File: src/rtl/vend_pkg.sv
// Shared types and default timing for the vending-machine dispense path.
// The timing constants are also used by the upstream coin/credit FSM's bench.
package vend_pkg;

   typedef enum logic [2:0] {
      IDLE,
      PULSE,
      WAIT_DROP,
      GAP,
      FAULT
   } state_e;

   // Declaration order matches service priority: bottle first, then 5 lei, then 1 leu.
   typedef enum logic [1:0] {
      CH_BOTTLE,
      CH_C5,
      CH_C1
   } chan_e;

   localparam int DEF_PULSE_CYC   = 50;
   localparam int DEF_GAP_CYC     = 20;
   localparam int DEF_TIMEOUT_CYC = 1000;
   localparam int DEF_PEND_W      = 3;

   // Actuator pattern {bottle, c5, c1} for a channel.
   function automatic logic [2:0] chanOneHot(input chan_e ch);
      logic [2:0] oh;
      case (ch)
         CH_BOTTLE: oh = 3'b100;
         CH_C5:     oh = 3'b010;
         CH_C1:     oh = 3'b001;
         default:   oh = 3'b000;
      endcase
      return oh;
   endfunction

endpackage

File: src/rtl/vend_pend_cnt.sv
// Pending-request counter for one dispense channel.
// It counts up on a request and down when that channel is served.
// A request arriving while the counter is full is dropped, and the sticky overflow flag records it.
module vend_pend_cnt
   import vend_pkg::*;
#(
   parameter int W = DEF_PEND_W
) (
   input  logic         clk_i,
   input  logic         rst_ni,
   input  logic         inc_i,
   input  logic         dec_i,
   output logic [W-1:0] count_o,
   output logic         ovf_o
);

   localparam logic [W-1:0] CNT_MAX = '1;

   logic [W-1:0] count_q, count_d;
   logic         ovf_q;
   logic         dropReq;

   // Next count: a simultaneous request and service cancel; a request into a full counter is lost.
   always_comb begin
      count_d = count_q;
      dropReq = 1'b0;
      if (inc_i && !dec_i) begin
         if (count_q == CNT_MAX) begin
            dropReq = 1'b1;
         end else begin
            count_d = count_q + 1'b1;
         end
      end else if (dec_i && !inc_i) begin
         count_d = count_q - 1'b1;
      end
   end

   // Count register; the overflow flag stays set until reset.
   always_ff @(posedge clk_i or negedge rst_ni) begin
      if (!rst_ni) begin
         count_q <= '0;
         ovf_q   <= 1'b0;
      end else begin
         count_q <= count_d;
         if (dropReq) begin
            ovf_q <= 1'b1;
         end
      end
   end

   assign count_o = count_q;
   assign ovf_o   = ovf_q;

endmodule

File: src/rtl/vend_dispense_ctrl.sv
// Dispense controller. It queues bottle and coin-return requests from the credit FSM.
// Requests are served one at a time as timed, mutually exclusive actuator pulses.
// A cool-down follows every pulse, and bottle delivery is confirmed by the drop sensor.
module vend_dispense_ctrl
   import vend_pkg::*;
#(
   parameter int PULSE_CYC   = DEF_PULSE_CYC,
   parameter int GAP_CYC     = DEF_GAP_CYC,
   parameter int TIMEOUT_CYC = DEF_TIMEOUT_CYC,
   parameter int PEND_W      = DEF_PEND_W
) (
   input  logic clk,
   input  logic reset,
   input  logic EB,
   input  logic EB1,
   input  logic EB2,
   input  logic bottle_drop,
   input  logic clr_fault,
   output logic act_bottle,
   output logic act_c1,
   output logic act_c5,
   output logic busy,
   output logic fault,
   output logic ovf
);

   localparam int TW = $clog2(TIMEOUT_CYC + 1);
   localparam logic [TW-1:0] PULSE_LAST   = TW'(PULSE_CYC - 1);
   localparam logic [TW-1:0] GAP_LAST     = TW'(GAP_CYC - 1);
   localparam logic [TW-1:0] TIMEOUT_LAST = TW'(TIMEOUT_CYC - 1);

   state_e          state_q;
   chan_e           ch_q;
   chan_e           nextCh;
   logic [TW-1:0]   timer_q;
   logic            dropSeen_q;

   logic [PEND_W-1:0] pendB, pend5, pend1;
   logic            ovfB, ovf5, ovf1;
   logic            anyPend, gapDone, launch;
   logic            decB, dec5, dec1;
   logic [2:0]      launchAct;

   vend_pend_cnt #(.W(PEND_W)) uPendB (
      .clk_i(clk), .rst_ni(reset), .inc_i(EB),  .dec_i(decB), .count_o(pendB), .ovf_o(ovfB)
   );
   vend_pend_cnt #(.W(PEND_W)) uPend5 (
      .clk_i(clk), .rst_ni(reset), .inc_i(EB2), .dec_i(dec5), .count_o(pend5), .ovf_o(ovf5)
   );
   vend_pend_cnt #(.W(PEND_W)) uPend1 (
      .clk_i(clk), .rst_ni(reset), .inc_i(EB1), .dec_i(dec1), .count_o(pend1), .ovf_o(ovf1)
   );

   // Choose the highest-priority waiting channel and decide whether a new pulse starts on this edge.
   // A pulse may start from IDLE, or directly at the last gap cycle so that pulses keep exact spacing.
   always_comb begin
      anyPend = (pendB != '0) || (pend5 != '0) || (pend1 != '0);
      if (pendB != '0) begin
         nextCh = CH_BOTTLE;
      end else if (pend5 != '0) begin
         nextCh = CH_C5;
      end else begin
         nextCh = CH_C1;
      end
      gapDone   = (state_q == GAP) && (timer_q == GAP_LAST);
      launch    = anyPend && ((state_q == IDLE) || gapDone);
      decB      = launch && (nextCh == CH_BOTTLE);
      dec5      = launch && (nextCh == CH_C5);
      dec1      = launch && (nextCh == CH_C1);
      launchAct = chanOneHot(nextCh);
   end

   // Service FSM with registered actuator drives and a latched fault flag.
   always_ff @(posedge clk or negedge reset) begin
      if (!reset) begin
         state_q    <= IDLE;
         ch_q       <= CH_BOTTLE;
         timer_q    <= '0;
         dropSeen_q <= 1'b0;
         act_bottle <= 1'b0;
         act_c5     <= 1'b0;
         act_c1     <= 1'b0;
         fault      <= 1'b0;
      end else if (launch) begin
         state_q    <= PULSE;
         ch_q       <= nextCh;
         timer_q    <= '0;
         dropSeen_q <= 1'b0;
         {act_bottle, act_c5, act_c1} <= launchAct;
      end else begin
         case (state_q)
            PULSE: begin
               if (timer_q == PULSE_LAST) begin
                  {act_bottle, act_c5, act_c1} <= 3'b000;
                  timer_q <= '0;
                  if ((ch_q == CH_BOTTLE) && !dropSeen_q && !bottle_drop) begin
                     state_q <= WAIT_DROP;
                  end else begin
                     state_q <= GAP;
                  end
               end else begin
                  timer_q <= timer_q + 1'b1;
                  if ((ch_q == CH_BOTTLE) && bottle_drop) begin
                     dropSeen_q <= 1'b1;
                  end
               end
            end
            WAIT_DROP: begin
               if (bottle_drop) begin
                  state_q <= GAP;
                  timer_q <= '0;
               end else if (timer_q == TIMEOUT_LAST) begin
                  state_q <= FAULT;
                  fault   <= 1'b1;
                  timer_q <= '0;
               end else begin
                  timer_q <= timer_q + 1'b1;
               end
            end
            GAP: begin
               if (gapDone) begin
                  state_q <= IDLE;
               end else begin
                  timer_q <= timer_q + 1'b1;
               end
            end
            FAULT: begin
               if (clr_fault) begin
                  fault   <= 1'b0;
                  state_q <= GAP;
                  timer_q <= '0;
               end
            end
            IDLE: begin
            end
            default: begin
               state_q <= IDLE;
            end
         endcase
      end
   end

   assign busy = (state_q != IDLE) || anyPend;
   assign ovf  = ovfB | ovf5 | ovf1;

endmodule

File: config.mk
export PLATFORM = sky130hd
export DESIGN_NAME = vend_dispense_ctrl
export DESIGN_NICKNAME = d
export VERILOG_FILES = /design/src/rtl/vend_pkg.sv /design/src/rtl/vend_pend_cnt.sv /design/src/rtl/vend_dispense_ctrl.sv
export SDC_FILE = /design/constraint.sdc
export NUM_CORES = 1
export LEC_CHECK = 0
export CAP_MARGIN = 20
export CORE_MARGIN = 2
export CORE_UTILIZATION = 45
export DETAILED_ROUTE_END_ITERATION = 8
export GPL_TIMING_DRIVEN = 0
export PLACE_DENSITY = 0.74
export SLEW_MARGIN = 0
export SYNTH_ARGS = -nofsm -noshare
export SYNTH_HDL_FRONTEND = slang
export SYNTH_SLANG_ARGS = --single-unit
File: constraint.sdc
create_clock -name clk -period 3.6 [get_ports clk]
set_input_delay 1.08 -clock clk [delete_from_list [all_inputs] [get_ports clk]]
set_output_delay 1.08 -clock clk [all_outputs]
set_load 0.1 [all_outputs]
# After elaboration in Yosys (flattened, before gate mapping)
# Index checks and enable logic that the tools add are counted.
[op_classes] add_sub_neg=7 n_eq_ne=25 muxes=46 n_bitwise=3 reduce_logical=49
[ops] op="10-bit two-way mux" count=6
[ops] op="3-bit two-way mux" count=15
[ops] op="10-bit one-hot mux with 4 select lines" count=1
[ops] op="1-bit two-way mux" count=19
[ops] op="2-bit inequality test, second input constant" count=8
[ops] op="3-bit one-hot mux with 5 select lines" count=1
[ops] op="1-bit logical AND" count=14
[ops] op="2-bit nonzero test" count=7
[ops] op="3-bit equality test, second input constant" count=4
[ops] op="3-bit inequality test, second input constant" count=4
[ops] op="3-bit nonzero test" count=4
[ops] op="10-bit by 1-bit adder with 10-bit output, second input constant" count=1
[ops] op="10-bit equality test, second input constant" count=1
[ops] op="10-bit by 5-bit equality test with 1-bit output, second input constant" count=1
[ops] op="10-bit by 6-bit equality test with 1-bit output, second input constant" count=1
[ops] op="5-bit AND reduction" count=2
[ops] op="3-bit by 1-bit adder with 3-bit output, second input constant" count=3
[ops] op="3-bit one-hot mux with 3 select lines" count=1
[ops] op="3-bit by 1-bit subtractor with 3-bit output, second input constant" count=3
[ops] op="1-bit logical NOT" count=8
[ops] op="2-bit AND reduction" count=4
[ops] op="3-bit by 2-bit equality test with 1-bit output, second input constant" count=2
[ops] op="3-bit AND reduction" count=2
[ops] op="5-bit nonzero test" count=1
[ops] op="other kinds (11)" count=17
[word_totals] register_bits=32 in_bits=7 output_inout_bits=6 word_cells=144

# Longest topological paths before layout
# Gate-level depths: netlist of the first run.
[logic_depth] ltp_word=9 mapped_depth=12 depth_no_buf=10

# By module
# Synthesis of the first run repeated with hierarchy kept, for this count alone.
[hier_totals] hier_cells=227 area_unflattened_um2=2114.5
[modules_own_cells] mod="vend_dispense_ctrl" instances=1 cells_per_inst=158 area_each_um2=1397.6 seq_area_each_um2=500.5
[modules_own_cells] mod="vend_pend_cnt" instances=3 cells_per_inst=23 area_each_um2=239.0 seq_area_each_um2=100.1

# Worst setup path before layout of the first run
# OpenSTA, ideal clock, no wires.
[synth_path] path_kind="register to output" start="register uPendB.count_q[1], in the netlist uPendB.count_o[1]" end="output port busy" t_arrival_ns=1.731 required_ns=2.520 path_slack_ns=0.789 path_stages_with_launch=5 path_buffers=1 cell_sequence="dfrtp_1 -> clkbuf_1 -> nor3_1 -> and2_1 -> nand3_1"
[synth_via] elab_chain_len=4
[synth_lines] item="from (decl)" line="vend_pend_cnt.sv:19" source="logic [W-1:0] count_q, count_d;"
[synth_lines] item="from (signal assigned)" line="vend_pend_cnt.sv:44" source="count_q <= count_d;"
[synth_lines] item="3-bit nonzero test" line="vend_dispense_ctrl.sv:57" source="anyPend = (pendB != '0) || (pend5 != '0) || (pend1 != '0);"
[synth_lines] item="1-bit logical OR (2 in a row)" line="vend_dispense_ctrl.sv:57"
[synth_lines] item="1-bit logical OR" line="vend_dispense_ctrl.sv:143" source="assign busy = (state_q != IDLE) || anyPend;"
[synth_lines] item="to (decl)" line="vend_dispense_ctrl.sv:22" source="output logic busy,"
# No other way between the ends.

# Worst setup path in the final report of the first run
# Same ends and word-level chain as after synthesis.

==> results of run 1 <==
cell usage in the layout (no fill, tap or decap), types with 3 or more instances in the layout:
cell / instances
o21ai_1: 4
o211ai_1: 3
and3_1: 10
nor3_1: 14
nor2_2: 3
nand2_1: 37
clkbuf_8: 6
and2_1: 3
nand3_1: 13
nand3b_1: 3
buf_2: 4
dfrtp_1: 32
clkbuf_1: 8
o21ai_0: 23
a31oi_1: 5
a211oi_1: 4
a21oi_1: 12
inv_1: 9
clkdlybuf4s50_1: 10
fa_1: 3
or3_1: 7
nor2_1: 21
worst max-delay path by stage:
stage	endpoint	start	cells after the start	slack (ns)
5_1_grt	busy	uPendB.count_o[1]	5	0.15
4_1_cts	busy	uPendB.count_o[1]	5	0.22
6_report	busy	uPendB.count_o[1]	5	0.23
3_3_place_gp	busy	uPendB.count_o[1]	5	0.24
2_1_floorplan	busy	uPendB.count_o[1]	4	0.79
3_5_place_dp	busy	uPendB.count_o[1]	5	0.26
worst min-delay path: cells and delay by family (launching register included):
| family | cells | cell delay (ns) |
|---|---|---|
| simple gates | 2 | 0.10 |
| flops | 1 | 0.34 |
state kept, by name, summed over array words and instances (netlist names):
name            flops
fault               1
act_c5              1
uPend1.ovf_o        1
act_bottle          1
act_c1              1
state_q             3
timer_q            10
uPend5.count_o      3
uPend5.ovf_o        1
uPend1.count_o      3
uPendB.count_o      3
uPendB.ovf_o        1
ch_q                2
dropSeen_q          1
synth_stat cells, drive strengths merged (2+ instances only):
cell type / count / area share
a211o: 2 / 0.0083
a211oi: 4 / 0.014
a21oi: 12 / 0.028
a31oi: 5 / 0.015
and2: 3 / 0.0089
and3: 10 / 0.030
buf: 5 / 0.016
clkbuf: 8 / 0.014
dfrtp: 32 / 0.38
fa: 3 / 0.028
ha: 2 / 0.012
inv: 9 / 0.016
nand2: 37 / 0.066
nand2b: 2 / 0.0095
nand3: 13 / 0.031
nand3b: 3 / 0.011
nand4: 2 / 0.0059
nor2: 24 / 0.046
nor3: 14 / 0.033
nor3b: 2 / 0.0071
nor4b: 2 / 0.0083
o211ai: 3 / 0.011
o21ai: 27 / 0.064
o21bai: 2 / 0.0071
o31ai: 2 / 0.0071
or3: 7 / 0.021
xor2: 2 / 0.0083
cells by family after synthesis:
group / count (synthesis) / share of synthesized area
AND/OR/NAND/NOR: 128 / 0.3154
buffers and inverters: 22 / 0.04615
XOR/XNOR: 2 / 0.008286
AO/OA/AOI/OAI: 68 / 0.2065
adder cells (fa/ha/maj): 5 / 0.04024
multiplexers: 1 / 0.004734
flip-flops: 32 / 0.3787
report_power, final:
part           switching (mW)  internal (mW)  leakage, nW
registers               0.130          0.472        0.393
clock network           0.141          0.153       0.0510
logic                   0.536          0.344        0.548
total                   0.808          0.968        0.992
metrics by stage:
step / utilization / power (mW) / instances
after floorplan: - / 1.278 / 258
after global placement: 0.5175 / 1.461 / 322
after detailed placement: 0.5163 / 1.482 / 322
after CTS: 0.5369 / 1.782 / 330
after global routing: 0.5369 / 1.941 / 330
final: 0.5369 / 1.776 / 330
area by class of cell:
type	instances	area, um^2
buffer	13	63.81
clock buffer	6	82.58
timing repair buffer	12	113.9
clock inverter	2	10.01
inverter	9	33.78
fill	399	2058
tap	52	65.06
sequential	32	800.8
multi-input combinational	204	1216
metal layers:
metal	GRT usage	up-vias	share of wire
met1	0.2680	923	0.49
met2	0.2960	36	0.46
met3	0.03194	6	0.033
met4	0.08436	0	0.014
li1	-	968	-
met5	0	-	0
repair_timing:
| action | 4_1_cts | 5_1_grt |
|---|---|---|
| endpoints found under the setup margin | 1 | 0 |
| hold buffers | 0 | 0 |
| gates resized for setup | 1 | 0 |
==> flow_summary.ini, run 1 <==
[sta]
fin_skew_ns = 0.002897
hold_viol = 0
tns_ns = 0
setup_ws_ns = 0.2280
fmax_ghz = 0.2966
worstMarginPinSlew_ns = 0.9739
slew_violations = 0
relSlewSlack = 0.3487
whs_ns = 0.4760
rsz0062_at_grt = no
setup_viol = 0
finalCriticalPeriod_ns = 3.372
post-route-period-util = 0.9367

[finish]
layout.nets = 289
drive_above_1_share = 0.07914
final_area_um2 = 2386
syn_to_final_growth_pct = 12.84
antennaDiodeCount = 0

[die]
core_area_um2 = 4444
die_h_um = 72.55
die_x_um = 72.55
dieArea_um2 = 5264
design.portCount = 13
num_rows = 24
start_util = 0.4758

[routing]
drcViolationCount = 0
ant_nets = 0
viasPerCell = 5.858
dr.pass1.iters = 4
wire_per_inst_um = 13.92
initialDrtViolationCount = 95
vias = 1933
finalWirelength_mm = 4.595

[critical_path]
worstPathCellList = clkbuf_1 -> nor3_1 -> and2_1 -> nand3_1 -> dlygate4sd2_1
cp.required_ns = 2.52
crit_slowest_cell = dlygate4sd2_1
crit_buf_inv = 2
rr_startpoint = timer_q[0]
crit_type = reg2out
end_kind = output pin
critPathLaunchType = flip-flop
cp_max_fo = 10
worstReg2RegEnd = uPend1.count_o[1]
worstPathArrival_ns = 2.29
reg2reg_slack_ns = 0.67
reg2regPathDepth = 11
crit_family = buffers and inverters
critPathMaxStageDelay_ns = 0.86

[yosys]
synth_area_um2 = 2115
syn-num-nets = 270
synthArstFlopShare = 1.000
seq_area_frac_synth = 0.3787
ys_ff_latch = 32
synthCells = 258
ys.flop_type = dfrtp_1
yosys_warnings = 0
avgSynthCellArea_um2 = 8.196
synth_edf_count = 0
synthDistinctLibCells = 53

[clock_tree]
cts_max_path_buffers = 2
cts.reportedPaths.clkPinSlew_ns = 0.07
cts_max_level = 2
numCtsBuffers = 5
cts_num_sinks = 32
cts-root-buf = clkbuf_8
cts_tree = done
clock_latency_ns = 0.29
cts_setup_buffers = 0

[grt]
grt_max_degree = 33
antenna_found_initial = 0
globalRouteTotalUtil = 0.1928
overflow = 0
grt_pass1_wl_mm = 8.086
grt_pass1_vias = 1818

[power_and_ir_drop]
p_leak_nw = 0.9919
powerDensity_nw_per_um2 = 744.3
peakVddDrop_v = 0.0002349

[placement]
io_buffer_count = 12
gp_congestion = 0.8312
hpwl_mm = 3.221
placed_cell_area_um2 = 2295
pre_cts_ws_ns = 0.2588

[flow_run]
maxCapViolCount = 0

[min_path]
holdPathEnd = act_c5
hp-start = act_c5
hold_depth = 2
min_path_type = reg2reg

[run_status]
outcome = finished, final reports clean
No activity file was read; power rests on OpenSTA's default activity.
==> run 2, diff against run 1 <==
Settings changed: ABC_AREA set to 0, CORE_MARGIN 2 to not set, SKIP_LAST_GASP set to 1.
==> run 2 against run 1 <==
Effect of this change: critical path type unchanged; flip-flop and latch count unchanged; via count fell by 1.8%; the run now ends with DRC left; design area is 0.63% higher; register-to-register slack improved by 0.02 ns; global-route usage rose by 1.1 points; highest routed layer unchanged; cell count unchanged; sequential power about the same.
==> flow_summary.ini, run 2 (synthesized netlist as in run 1, its figures left out) <==
[run_status]
outcome = finished, violations left
violations = DRC

[finish]
final_cell_mix = nand2_1 (37), dfrtp_1 (32), o21ai_0 (23), nor2_1 (21), nor3_1 (14)
final_common_cell = nand2_1
regMostFlops = timer_q
drive_above_1_share = 0.07554
antennaDiodeCount = 0
layout.nets = 289
finish.utilization = 0.5403
largest_reg_flops = 10
instances_no_fill = 330
syn_to_final_growth_pct = 13.55

[critical_path]
worstPathCellList = clkbuf_1 -> nor3_1 -> and2_1 -> nand3_1 -> dlygate4sd2_1
critPathLaunchType = flip-flop
crit_slowest_cell = dlygate4sd2_1
cp.required_ns = 2.52
cp_max_fo = 10
crit_type = reg2out
end_kind = output pin
crit_family = buffers and inverters
worstPathArrival_ns = 2.30
critPathMaxStageDelay_ns = 0.86
crit_buf_inv = 2

[grt]
globalRouteTotalUtil = 0.2036
grt_pass1_wl_mm = 8.114
overflow = 0
grt_max_degree = 33
grt_pass1_vias = 1734
antenna_found_initial = 0

[sta]
setup_viol = 0
fin_skew_ns = 0.003227
relSlewSlack = 0.3505
post-route-period-util = 0.9394
fmax_ghz = 0.2957
setup_ws_ns = 0.2180
whs_ns = 0.4754
finalCriticalPeriod_ns = 3.382
slew_violations = 0
hold_viol = 0
worstMarginPinSlew_ns = 0.9712
tns_ns = 0
rsz0062_at_grt = no

[die]
start_util = 0.4758
die_x_um = 70.55
design.portCount = 13
dieArea_um2 = 4977
die_h_um = 70.55
core_area_um2 = 4444
num_rows = 24

[routing]
viasPerCell = 5.752
vias = 1898
dr.pass1.iters = 6
drcViolationCount = 3
finalWirelength_mm = 4.512
ant_nets = 0
wire_per_inst_um = 13.67
initialDrtViolationCount = 87

[power_and_ir_drop]
powerDensity_nw_per_um2 = 759.6
peakVddDrop_v = 0.0002517
p_leak_nw = 0.9961

[clock_tree]
cts.reportedPaths.clkPinSlew_ns = 0.07
cts_max_level = 2
cts_tree = done
cts_num_sinks = 32
cts_setup_buffers = 0
numCtsBuffers = 5
cts_max_path_buffers = 2
cts-root-buf = clkbuf_8
clock_latency_ns = 0.29

[min_path]
min_path_type = reg2reg

[flow_run]
maxCapViolCount = 0

[placement]
dpl.cell_count = 322
io_buffer_count = 12
gp_congestion = 0.8426
hpwl_mm = 3.164
pre_cts_ws_ns = 0.2581
[run 2: cell count changes in the layout (fill, tap and decap cells not counted), sizes merged]
cell | previous run | this run
bufinv | 0 | 1
clkinv | 2 | 1
[run 2: timing repair]
action / in CTS / in global routing
hold buffers: 0 / 0
endpoints found under the setup margin: 1 / 0
resized for setup: 1 / 0
[run 2: final cells by class]
| cell class | count | area (um^2) |
|---|---|---|
| sequential | 32 | 800.8 |
| buffer | 13 | 63.81 |
| clock inverter | 2 | 35.03 |
| clock buffer | 6 | 72.57 |
| timing repair buffer | 12 | 113.9 |
| fill | 429 | 2043 |
| tap | 52 | 65.06 |
| inverter | 9 | 33.78 |
| multi-input combinational | 204 | 1216 |
[run 2: stage by stage]
stage	cell area, um^2	total power, mW
floorplan	2115	1.278
global placement	2300	1.461
detailed placement	2295	1.481
CTS	2401	1.833
global route	2401	1.998
finish	2401	1.824
[run 2: per-layer routing]
metal  wire length [um]  track usage  vias to the layer above  part of all wire
met5                  0            0                        -                 0
met4                 49      0.06889                        0             0.011
met3                172      0.03989                        5             0.038
met2               1995       0.3042                       33              0.44
met1               2295       0.2980                      892              0.51
li1                   -            -                      968                 -
[run 2: final timing paths]
kind                                   start                end  slack, ns  cells after the start
hold reg to reg                       act_c1             act_c1       0.48                      2
max in group asynchronous              reset  uPend5.count_o[0]       2.30                      1
setup reg to reg                  timer_q[0]  uPend1.count_o[2]       0.69                     11
hold / removal                        act_c1             act_c1       0.48                      2
min in group asynchronous              reset         timer_q[7]       0.84                      1
setup / recovery           uPendB.count_o[1]               busy       0.22                      5
[run 2: report_power, final]
part           internal [mW]  total (mW)  switching, mW
logic                  0.343       0.876          0.534
clock network          0.205       0.344          0.138
registers              0.472       0.604          0.132
[run 2: worst reg2reg max path: stages, from the launching register on]
cell and delay (ns):
dfrtp_1 0.42, ha_1 0.25, and3b_1 0.20, and4b_1 0.21, buf_4 0.15, o211ai_1 0.23, buf_2 0.28, nand2_1 0.12
fa_1 0.42, nor3_1 0.25, o21ai_0 0.15, o31a_1 0.13
==> run 3, diff against run 2 <==
Settings changed: CORE_MARGIN set to 2.
==> results of run 3 <==
Final layout, timing and power as in run 1 (identical DEF).
